`config.mk`:
```
export PLATFORM = sky130hd
export DESIGN_NAME = phase_sample_averager
export DESIGN_NICKNAME = d
export VERILOG_FILES = /design/src/rtl/phase_sample_averager.sv
export SDC_FILE = /design/constraint.sdc
export NUM_CORES = 1
export LEC_CHECK = 0
export CORE_MARGIN = 1
export CORE_UTILIZATION = 48
export DETAILED_ROUTE_END_ITERATION = 8
export HOLD_SLACK_MARGIN = 0.08
export PLACE_DENSITY = 0.87
export SLEW_MARGIN = 20
export SYNTH_ARGS = -nofsm -noshare
export SYNTH_HDL_FRONTEND = slang
export SYNTH_SLANG_ARGS = --single-unit
```
`constraint.sdc`:
```
create_clock -name clk -period 2.35 [get_ports clk]
set_input_delay 0.5875 -clock clk [delete_from_list [all_inputs] [get_ports clk]]
set_output_delay 0.5875 -clock clk [all_outputs]
set_load 0.01 [all_outputs]
```
`src/rtl/phase_sample_averager.sv`:
```
// Block averager between the detector FIFO and the serialiser: reads 2**LOG2_SAMPLES phase words,
// sends their mean. Define PHASE_AVG_ROUND_EN for round-half-up, otherwise the mean is truncated.
module phase_sample_averager #(
    parameter int DATA_WIDTH   = 16,
    parameter int LOG2_SAMPLES = 4
) (
    input  logic                  clk,
    input  logic                  rst,
    input  logic                  fifo_empty,
    output logic                  fifo_rd_en,
    input  logic [DATA_WIDTH-1:0] fifo_data,
    input  logic                  tx_ready,
    output logic                  tx_go,
    output logic [DATA_WIDTH-1:0] tx_data,
    output logic                  busy,
    output logic [2:0]            o_dbg_state
);

    typedef enum logic [2:0] {
        S_IDLE    = 3'd0,
        S_READ    = 3'd1,
        S_WAIT1   = 3'd2,
        S_CAPTURE = 3'd3,
        S_SEND    = 3'd4
    } state_t;

    localparam int N  = 2 ** LOG2_SAMPLES;
    localparam int CW = LOG2_SAMPLES + 1;
`ifdef PHASE_AVG_ROUND_EN
    localparam int SW = DATA_WIDTH + LOG2_SAMPLES + 1;
`else
    localparam int SW = DATA_WIDTH + LOG2_SAMPLES;
`endif
    localparam logic [CW-1:0] LAST_IDX = CW'(N - 1);
    localparam logic [CW-1:0] FULL_CNT = CW'(N);

    state_t                  r_state;
    logic [SW-1:0]           r_sum;
    logic [CW-1:0]           r_count;
    logic                    r_rd_en;
    logic                    r_tx_go;
    logic [DATA_WIDTH-1:0]   r_tx_data;
    logic                    r_busy;
    logic [DATA_WIDTH-1:0]   w_result;

`ifdef PHASE_AVG_ROUND_EN
    // N/2 is zero when LOG2_SAMPLES=0, so single-word blocks pass through unchanged.
    localparam logic [SW-1:0] HALF = SW'(N / 2);
    logic [SW-1:0] w_sum_rnd;
    logic [SW-1:0] w_shifted;
    assign w_sum_rnd = r_sum + HALF;
    assign w_shifted = w_sum_rnd >> LOG2_SAMPLES;
    assign w_result  = (|w_shifted[SW-1:DATA_WIDTH]) ? '1 : w_shifted[DATA_WIDTH-1:0];
`else
    assign w_result  = r_sum[SW-1:LOG2_SAMPLES];
`endif

    always_ff @(posedge clk) begin
        if (rst) begin
            r_state   <= S_IDLE;
            r_sum     <= '0;
            r_count   <= '0;
            r_rd_en   <= 1'b0;
            r_tx_go   <= 1'b0;
            r_tx_data <= '0;
            r_busy    <= 1'b0;
        end else begin
            r_rd_en <= 1'b0;
            r_tx_go <= 1'b0;
            case (r_state)
                S_IDLE: begin
                    if (!fifo_empty && (r_count < FULL_CNT)) begin
                        r_state <= S_READ;
                        r_rd_en <= 1'b1;
                        r_busy  <= 1'b1;
                    end
                end
                S_READ: begin
                    r_state <= S_WAIT1;
                end
                // Non-FWFT FIFO: data requested in READ is on the bus in CAPTURE.
                S_WAIT1: begin
                    r_state <= S_CAPTURE;
                end
                S_CAPTURE: begin
                    r_sum   <= r_sum + SW'(fifo_data);
                    r_count <= r_count + CW'(1);
                    if (r_count == LAST_IDX) begin
                        r_state <= S_SEND;
                    end else begin
                        r_state <= S_IDLE;
                        r_busy  <= 1'b0;
                    end
                end
                S_SEND: begin
                    if (tx_ready) begin
                        r_tx_go   <= 1'b1;
                        r_tx_data <= w_result;
                        r_sum     <= '0;
                        r_count   <= '0;
                        r_state   <= S_IDLE;
                        r_busy    <= 1'b0;
                    end
                end
                default: begin
                    r_state <= S_IDLE;
                    r_busy  <= 1'b0;
                end
            endcase
        end
    end

    assign fifo_rd_en  = r_rd_en;
    assign tx_go       = r_tx_go;
    assign tx_data     = r_tx_data;
    assign busy        = r_busy;
    assign o_dbg_state = r_state;

endmodule
```
Yosys cells after proc, flatten, opt, wreduce, memory -nomap -nowiden
Cells that the tools add are included.
{ "word_totals": {"ff_bits": 47, "latch_bits": 0, "mem_bits_rw": 0, "rom_bits": 0, "memories": 0} }
{ "op_classes": {"add_sub_neg": 2, "n_mul": 0, "n_div": 0, "order_cmp": 1, "eq_ne": 8, "n_shift": 0, "mux": 14, "bitwise": 3, "reduce_logical": 11} }
{ "op_table": {"columns": ["cell", "n"], "rows": [
  ["$pmux 20 s2", 1],
  ["$add 20x16->20", 1],
  ["$mux 20", 1],
  ["$pmux 3 s5", 1],
  ["$pmux 5 s2", 1],
  ["$mux 3", 3],
  ["$eq 3x2->1 const B", 2],
  ["$ne 2x2->1 const B", 3],
  ["$reduce_and 2->1", 3],
  ["$reduce_or 2->1", 3],
  ["$add 5x1->5 const B", 1],
  ["$eq 5x4->1 const B", 1],
  ["$lt 5x5->1 const B", 1],
  ["$mux 1", 5],
  ["$mux 5", 1],
  ["$pmux 1 s4", 1],
  ["$reduce_and 4->1", 1],
  ["$eq 3x1->1 const B", 1],
  ["$eq 3x3->1 const B", 1],
  ["$logic_not 3->1", 1],
  ["$not 1->1", 3],
  ["$reduce_bool 2->1", 1],
  ["$logic_and 1x1->1", 1],
  ["$logic_not 1->1", 1]
]} }

Logic depth before layout (Yosys ltp)
{ "depth": {"depth_word": 4, "mapped_depth": 9} }

Worst setup path before layout
Ideal clock, no wire load.
{ "synth_path": {"kind": "input -> register", "from": "in fifo_data[0]", "to": "reg r_sum[12]", "setup_time_ps": 116, "arrival_time_ps": 2400, "slack_ps": -166, "path_stages": 9, "cell_sequence": "ha_1 fa_1 a211oi_2 o21a_1 nor3_4 o31a_2 or3_1 nand3_1 a21oi_1"} }
{ "synth_via": {"elab_chain_cells": 2} }
{ "synth_rtl": {"columns": ["item", "line_no", "text"], "rows": [
  ["start: declaration", "11", "input logic [DATA_WIDTH-1:0] fifo_data,"],
  ["$add 20x16->20", "86", "r_sum <= r_sum + SW'(fifo_data);"],
  ["$pmux 20 s2", "70", "case (r_state)"],
  ["end signal: assignment", "86", null],
  ["end: declaration", "38", "logic [SW-1:0] r_sum;"]
]} }
No other way between the ends.
A chain may end at the register's enable or synchronous reset.

Final worst setup path
{ "layout_path": {"from": "in fifo_data[11]", "to": "reg r_sum[16]"} }
Same word-level chain as after synthesis.

==> flow_summary.html <==
<table>
<tr><th>Metric</th><th>Value</th></tr>
<tr><th colspan="2">Final layout</th></tr>
<tr><td>Area growth from synthesis to layout</td><td>40.1%</td></tr>
<tr><td>Fraction of final layout cells with drive strength greater than 1</td><td>21.4%</td></tr>
<tr><td>Filler cell count</td><td>345</td></tr>
<tr><td>Post-route standard cell area excluding fillers</td><td>3520 µm²</td></tr>
<tr><td>Antenna diode count</td><td>0</td></tr>
<tr><td>Nets@finish</td><td>422</td></tr>
<tr><th colspan="2">Power and ir drop</th></tr>
<tr><td>P_sw</td><td>446 µW</td></tr>
<tr><td>Power share of the sequential group</td><td>approximately 48%</td></tr>
<tr><td>Clock group share of total power</td><td>36.4%</td></tr>
<tr><td>Combinational share of power</td><td>between 15 and 20%</td></tr>
<tr><td>Switch share</td><td>25.6%</td></tr>
<tr><td>Peak supply drop</td><td>between 0.2 and 0.3 mV</td></tr>
<tr><td>Design internal power</td><td>approximately 1300 µW</td></tr>
<tr><td>Power Dens Cells</td><td>496 nW/µm²</td></tr>
<tr><td>Leakage component of the power</td><td>between 0.001 and 0.0015 µW</td></tr>
<tr><th colspan="2">Floorplan</th></tr>
<tr><td>Die Wd</td><td>74.3 µm</td></tr>
<tr><td>Starting density of the core</td><td>51.5%</td></tr>
<tr><td>Count of pins on the block boundary</td><td>42</td></tr>
<tr><td>Die height</td><td>74.3 µm</td></tr>
<tr><td>Area enclosed by the die boundary</td><td>~5500 µm²</td></tr>
<tr><td>Site row count</td><td>25</td></tr>
<tr><td>Core region area</td><td>4880 µm²</td></tr>
<tr><th colspan="2">Critical path</th></tr>
<tr><td>Critical Path, Cell by Cell</td><td>clkdlybuf4s50_1, ha_1, a21o_1, a21oi_2, nor2_1, o41ai_2, buf_4, a21oi_1, xnor2_1, nor2_1</td></tr>
<tr><td>Endpoint arrival time on the critical path</td><td>2.48 ns</td></tr>
<tr><td>Max incr delay on CP</td><td>0.40 ns</td></tr>
<tr><td>Critical R2R Launch</td><td>r_sum[0]</td></tr>
<tr><td>Worst setup startpoint</td><td>fifo_data[11]</td></tr>
<tr><td>Cell count of the worst reg-to-reg path</td><td>9</td></tr>
<tr><td>Sort of element at the end of the critical path</td><td>flop</td></tr>
<tr><td>Standard cell with the maximum stage delay on the critical path</td><td>sky130_fd_sc_hd__clkdlybuf4s50_1</td></tr>
<tr><td>Top fanout value on the critical path</td><td>2</td></tr>
<tr><td>CP Data Required Time</td><td>2.56 ns</td></tr>
<tr><td>CP dominant cell by count</td><td>sky130_fd_sc_hd__nor2_1</td></tr>
<tr><td>Terminus of the critical flop-to-flop path</td><td>r_sum[12]</td></tr>
<tr><td>Setup slack of the most critical reg-to-reg path</td><td>0.10 ns</td></tr>
<tr><td>Critical path type</td><td>in -&gt; reg</td></tr>
<tr><td>Kind of launch point of the worst setup path</td><td>input port</td></tr>
<tr><th colspan="2">Yosys</th></tr>
<tr><td>Warnings from Yosys</td><td>0</td></tr>
<tr><td>Post-synthesis async set-or-reset flop share</td><td>0%</td></tr>
<tr><td>Ranking of synthesized cells by area</td><td>sky130_fd_sc_hd__dfxtp_1, sky130_fd_sc_hd__ha_1, sky130_fd_sc_hd__a21oi_1</td></tr>
<tr><td>Post-Synthesis Mean Instance Area</td><td>8.10 µm²</td></tr>
<tr><td>Post-synthesis cell type with the largest combined area</td><td>sky130_fd_sc_hd__dfxtp_1</td></tr>
<tr><td>Number of enable-type register cells in the synthesized netlist</td><td>0</td></tr>
<tr><td>Top cell type's share of synthesized area</td><td>between 30% and 40%</td></tr>
<tr><td>Nets in the synthesized netlist</td><td>349</td></tr>
<tr><td>Post-synthesis cell count</td><td>between 300 and 400</td></tr>
<tr><td>Syn Std Cell Area</td><td>2510 µm²</td></tr>
<tr><td>Share of synthesized area occupied by flip-flops and latches</td><td>roughly 37%</td></tr>
<tr><td>Post-synthesis cell type count</td><td>48</td></tr>
<tr><td>Synth Flop Type</td><td>sky130_fd_sc_hd__dfxtp_1</td></tr>
<tr><td>Synthesized flop and latch total</td><td>47</td></tr>
<tr><th colspan="2">Min path</th></tr>
<tr><td>Hold WC Path Type</td><td>reg -&gt; reg</td></tr>
<tr><td>Startpoint of the lowest-slack hold path</td><td>tx_data[6]</td></tr>
<tr><td>Endpoint with the worst hold slack</td><td>tx_data[6]</td></tr>
<tr><td>Hold Crit Depth</td><td>2</td></tr>
<tr><th colspan="2">Routing</th></tr>
<tr><td>Via count normalized by instance count</td><td>5.89</td></tr>
<tr><td>Number of detailed-routing iterations run before antenna repair</td><td>5</td></tr>
<tr><td>Detailed Route WL</td><td>7.52 mm</td></tr>
<tr><td>Number of nets with antenna violations after routing</td><td>0</td></tr>
<tr><td>Detailed Route Iter0 Violations</td><td>154</td></tr>
<tr><td>Wire per inst</td><td>16.7 µm</td></tr>
<tr><td>Total vias in the final route</td><td>2655</td></tr>
<tr><td>DRC violation count after routing</td><td>0</td></tr>
<tr><th colspan="2">Clocking</th></tr>
<tr><td>Number of sinks handled by clock tree synthesis</td><td>47</td></tr>
<tr><td>Num CTS Buffers</td><td>5</td></tr>
<tr><td>Clock tree buffer depth</td><td>2</td></tr>
<tr><td>Deepest level of the CTS H-tree</td><td>2</td></tr>
<tr><td>Worst-Skew Late Latency</td><td>about 0.31 ns</td></tr>
<tr><td>CTS tree</td><td>built</td></tr>
<tr><td>Clock transition at the registers of the reported paths</td><td>0.09 ns</td></tr>
<tr><td>CTS Root Cell</td><td>sky130_fd_sc_hd__clkbuf_8</td></tr>
<tr><td>Count of hold-fix buffers inserted at cts</td><td>0</td></tr>
<tr><th colspan="2">STA</th></tr>
<tr><td>Number of failing hold endpoints at the final stage</td><td>0</td></tr>
<tr><td>Number of max-slew violations in the final report</td><td>0</td></tr>
<tr><td>Setup Total Neg Slack</td><td>0 ns</td></tr>
<tr><td>Final critical delay including setup and external delays</td><td>2.27 ns</td></tr>
<tr><td>Period utilization</td><td>96.7%</td></tr>
<tr><td>Tightest hold margin</td><td>0.459 ns</td></tr>
<tr><td>Final setup violation count</td><td>0</td></tr>
<tr><td>Slew HR</td><td>about 73%</td></tr>
<tr><td>Worst-case clock skew</td><td>0.0114 ns</td></tr>
<tr><td>Maximum clock frequency</td><td>440 MHz</td></tr>
<tr><td>Transition time at the pin with the least slew margin</td><td>0.407 ns</td></tr>
<tr><th colspan="2">Place</th></tr>
<tr><td>Placer congestion estimate</td><td>0.885</td></tr>
<tr><td>Post-DP Area</td><td>around 3200 µm²</td></tr>
<tr><td>Buffers added on ports</td><td>41</td></tr>
<tr><td>Hpwl dp</td><td>4.41 mm</td></tr>
<tr><th colspan="2">Global routing</th></tr>
<tr><td>Global Route Usage Sum</td><td>between 20 and 25%</td></tr>
<tr><td>Wire length of the first global-routing pass</td><td>10.2 mm</td></tr>
<tr><td>Maximum number of pins on one net before global-route repair</td><td>35</td></tr>
<tr><td>Antenna violations before repair</td><td>0</td></tr>
<tr><td>Number of global-route vias before repair</td><td>2271</td></tr>
<tr><td>Total overflow reported by the global router</td><td>0</td></tr>
<tr><th colspan="2">Run status</th></tr>
<tr><td>Status</td><td>finished clean</td></tr>
<tr><th colspan="2">Flow run</th></tr>
<tr><td>Max-cap violations</td><td>0</td></tr>
</table>
flip-flops by register name, indices dropped and copies added, names as in the netlist:
name         flops
fifo_rd_en       1
o_dbg_state      3
busy             1
r_sum           20
r_count          5
tx_data         16
tx_go            1
per-stage QoR:
| step | power [µW] | cells | worst slack [ns] | utilization [%] |
|---|---|---|---|---|
| floorplan | 978 | 310 | -0.0899 | - |
| global placement | 1080 | 437 | -0.553 | 65.4 |
| detailed placement | 1090 | 437 | -0.588 | 65.4 |
| CTS | 1710 | 450 | -0.0213 | 69.5 |
| global route | 1800 | 451 | -0.0617 | 72.1 |
| finish | 1740 | 451 | 0.0775 | 72.1 |
power groups by stage:
| stage | clock (µW) | combinational (µW) | sequential [µW] |
|---|---|---|---|
| 2_1_floorplan | 0 | 132 | 846 |
| 3_3_place_gp | 0 | 235 | 844 |
| 3_5_place_dp | 0 | 240 | 845 |
| 4_1_cts | 635 | 249 | 827 |
| 5_1_grt | 662 | 303 | 831 |
| 6_report | 635 | 280 | 829 |
how the worst max path moves through the flow:
stage           endpoint  slack (ns)  depth (start not counted)
2_1_floorplan  r_sum[12]       -0.09                          9
3_3_place_gp   r_sum[12]       -0.55                         10
3_5_place_dp   r_sum[12]       -0.59                         10
4_1_cts        r_sum[12]       -0.02                         10
5_1_grt        r_sum[16]       -0.06                         10
6_report       r_sum[16]        0.08                         10
what timing repair did:
action,CTS,global route
setup buffers,5,1
pin swaps,15,10
setup endpoints to repair,9,9
resized for setup,15,22
kinds of logic after synthesis:
logic type                 synth area share (%)
AOI/OAI and AO/OA                          21.8
xor gates and xnor gates                   5.23
adders and majority gates                  9.77
buffers and inverters                      2.74
DFF                                        37.5
muxes                                     0.399
and+or+nand+nor                            22.6
worst max-delay path, delay by kind of cell:
family,cells,cell delay [ns]
AOI/OAI and AO/OA,4,0.65
buffers and inverters,2,0.57
adders and majority gates,1,0.31
xor gates and xnor gates,1,0.19
and+or+nand+nor,2,0.17
layout by cell type (no fill, tap or decap), types with 3 or more instances in the layout:
master	Yosys	routed
sky130_fd_sc_hd__a21o_1	5	5
sky130_fd_sc_hd__a22oi_1	3	3
sky130_fd_sc_hd__nor2_2	2	3
sky130_fd_sc_hd__a21oi_2	0	3
sky130_fd_sc_hd__nand4_1	5	5
sky130_fd_sc_hd__xor2_1	4	4
sky130_fd_sc_hd__or3_1	3	3
sky130_fd_sc_hd__clkdlybuf4s50_1	0	33
sky130_fd_sc_hd__dfxtp_1	47	46
sky130_fd_sc_hd__buf_4	1	38
sky130_fd_sc_hd__nand2_1	54	54
sky130_fd_sc_hd__o21a_1	4	4
sky130_fd_sc_hd__ha_4	0	10
sky130_fd_sc_hd__o21ai_0	9	7
sky130_fd_sc_hd__clkbuf_8	0	6
sky130_fd_sc_hd__a211oi_2	3	4
sky130_fd_sc_hd__nand3_1	12	12
sky130_fd_sc_hd__ha_1	18	8
sky130_fd_sc_hd__inv_1	3	3
sky130_fd_sc_hd__xnor2_1	11	11
sky130_fd_sc_hd__and2_1	3	3
sky130_fd_sc_hd__nor2_1	35	34
sky130_fd_sc_hd__dlymetal6s2s_1	0	4
sky130_fd_sc_hd__a21oi_1	41	38
sky130_fd_sc_hd__nor3_1	4	4
cell usage after synthesis, types with 2 or more instances:
cell type	instances
sky130_fd_sc_hd__inv_1	3
sky130_fd_sc_hd__nor2_1	35
sky130_fd_sc_hd__o211ai_1	2
sky130_fd_sc_hd__or2_2	2
sky130_fd_sc_hd__nand2_1	54
sky130_fd_sc_hd__nor3_1	4
sky130_fd_sc_hd__and3_1	2
sky130_fd_sc_hd__ha_1	18
sky130_fd_sc_hd__nor2_2	2
sky130_fd_sc_hd__clkbuf_1	9
sky130_fd_sc_hd__and2_1	3
sky130_fd_sc_hd__nand3_1	12
sky130_fd_sc_hd__a31oi_1	2
sky130_fd_sc_hd__xor2_1	4
sky130_fd_sc_hd__o21ai_0	9
sky130_fd_sc_hd__a211oi_2	3
sky130_fd_sc_hd__a211oi_1	3
sky130_fd_sc_hd__dfxtp_1	47
sky130_fd_sc_hd__a2111oi_0	2
sky130_fd_sc_hd__a22oi_1	3
sky130_fd_sc_hd__a21o_1	5
sky130_fd_sc_hd__a21oi_1	41
sky130_fd_sc_hd__nand4_1	5
sky130_fd_sc_hd__or3_1	3
sky130_fd_sc_hd__o21a_1	4
sky130_fd_sc_hd__xnor2_1	11
metal layers:
| layer | part of all wire [%] | global-route usage (%) | routed length (µm) | vias to the layer above |
|---|---|---|---|---|
| met5 | 0 | 0 | 0 | - |
| li1 | - | - | - | 1232 |
| met3 | 6.4 | 4.20 | 485 | 28 |
| met2 | 48 | 41.6 | 3610 | 119 |
| met1 | 43 | 30.2 | 3220 | 1276 |
| met4 | 2.7 | 10.1 | 206 | 0 |
layout make-up:
| class | instances | area [µm²] | area share, % |
|---|---|---|---|
| Sequential cell | 47 | 942 | 26.8 |
| Tap cell | 67 | 83.8 | 2.38 |
| Clock inverter | 2 | 35.0 | 0.996 |
| Inverter | 3 | 11.3 | 0.320 |
| Clock buffer | 6 | 82.6 | 2.35 |
| Timing Repair Buffer | 79 | 699 | 19.9 |
| Multi-Input combinational cell | 247 | 1660 | 47.3 |
Note: power is estimated with default switching activity, not from simulation.
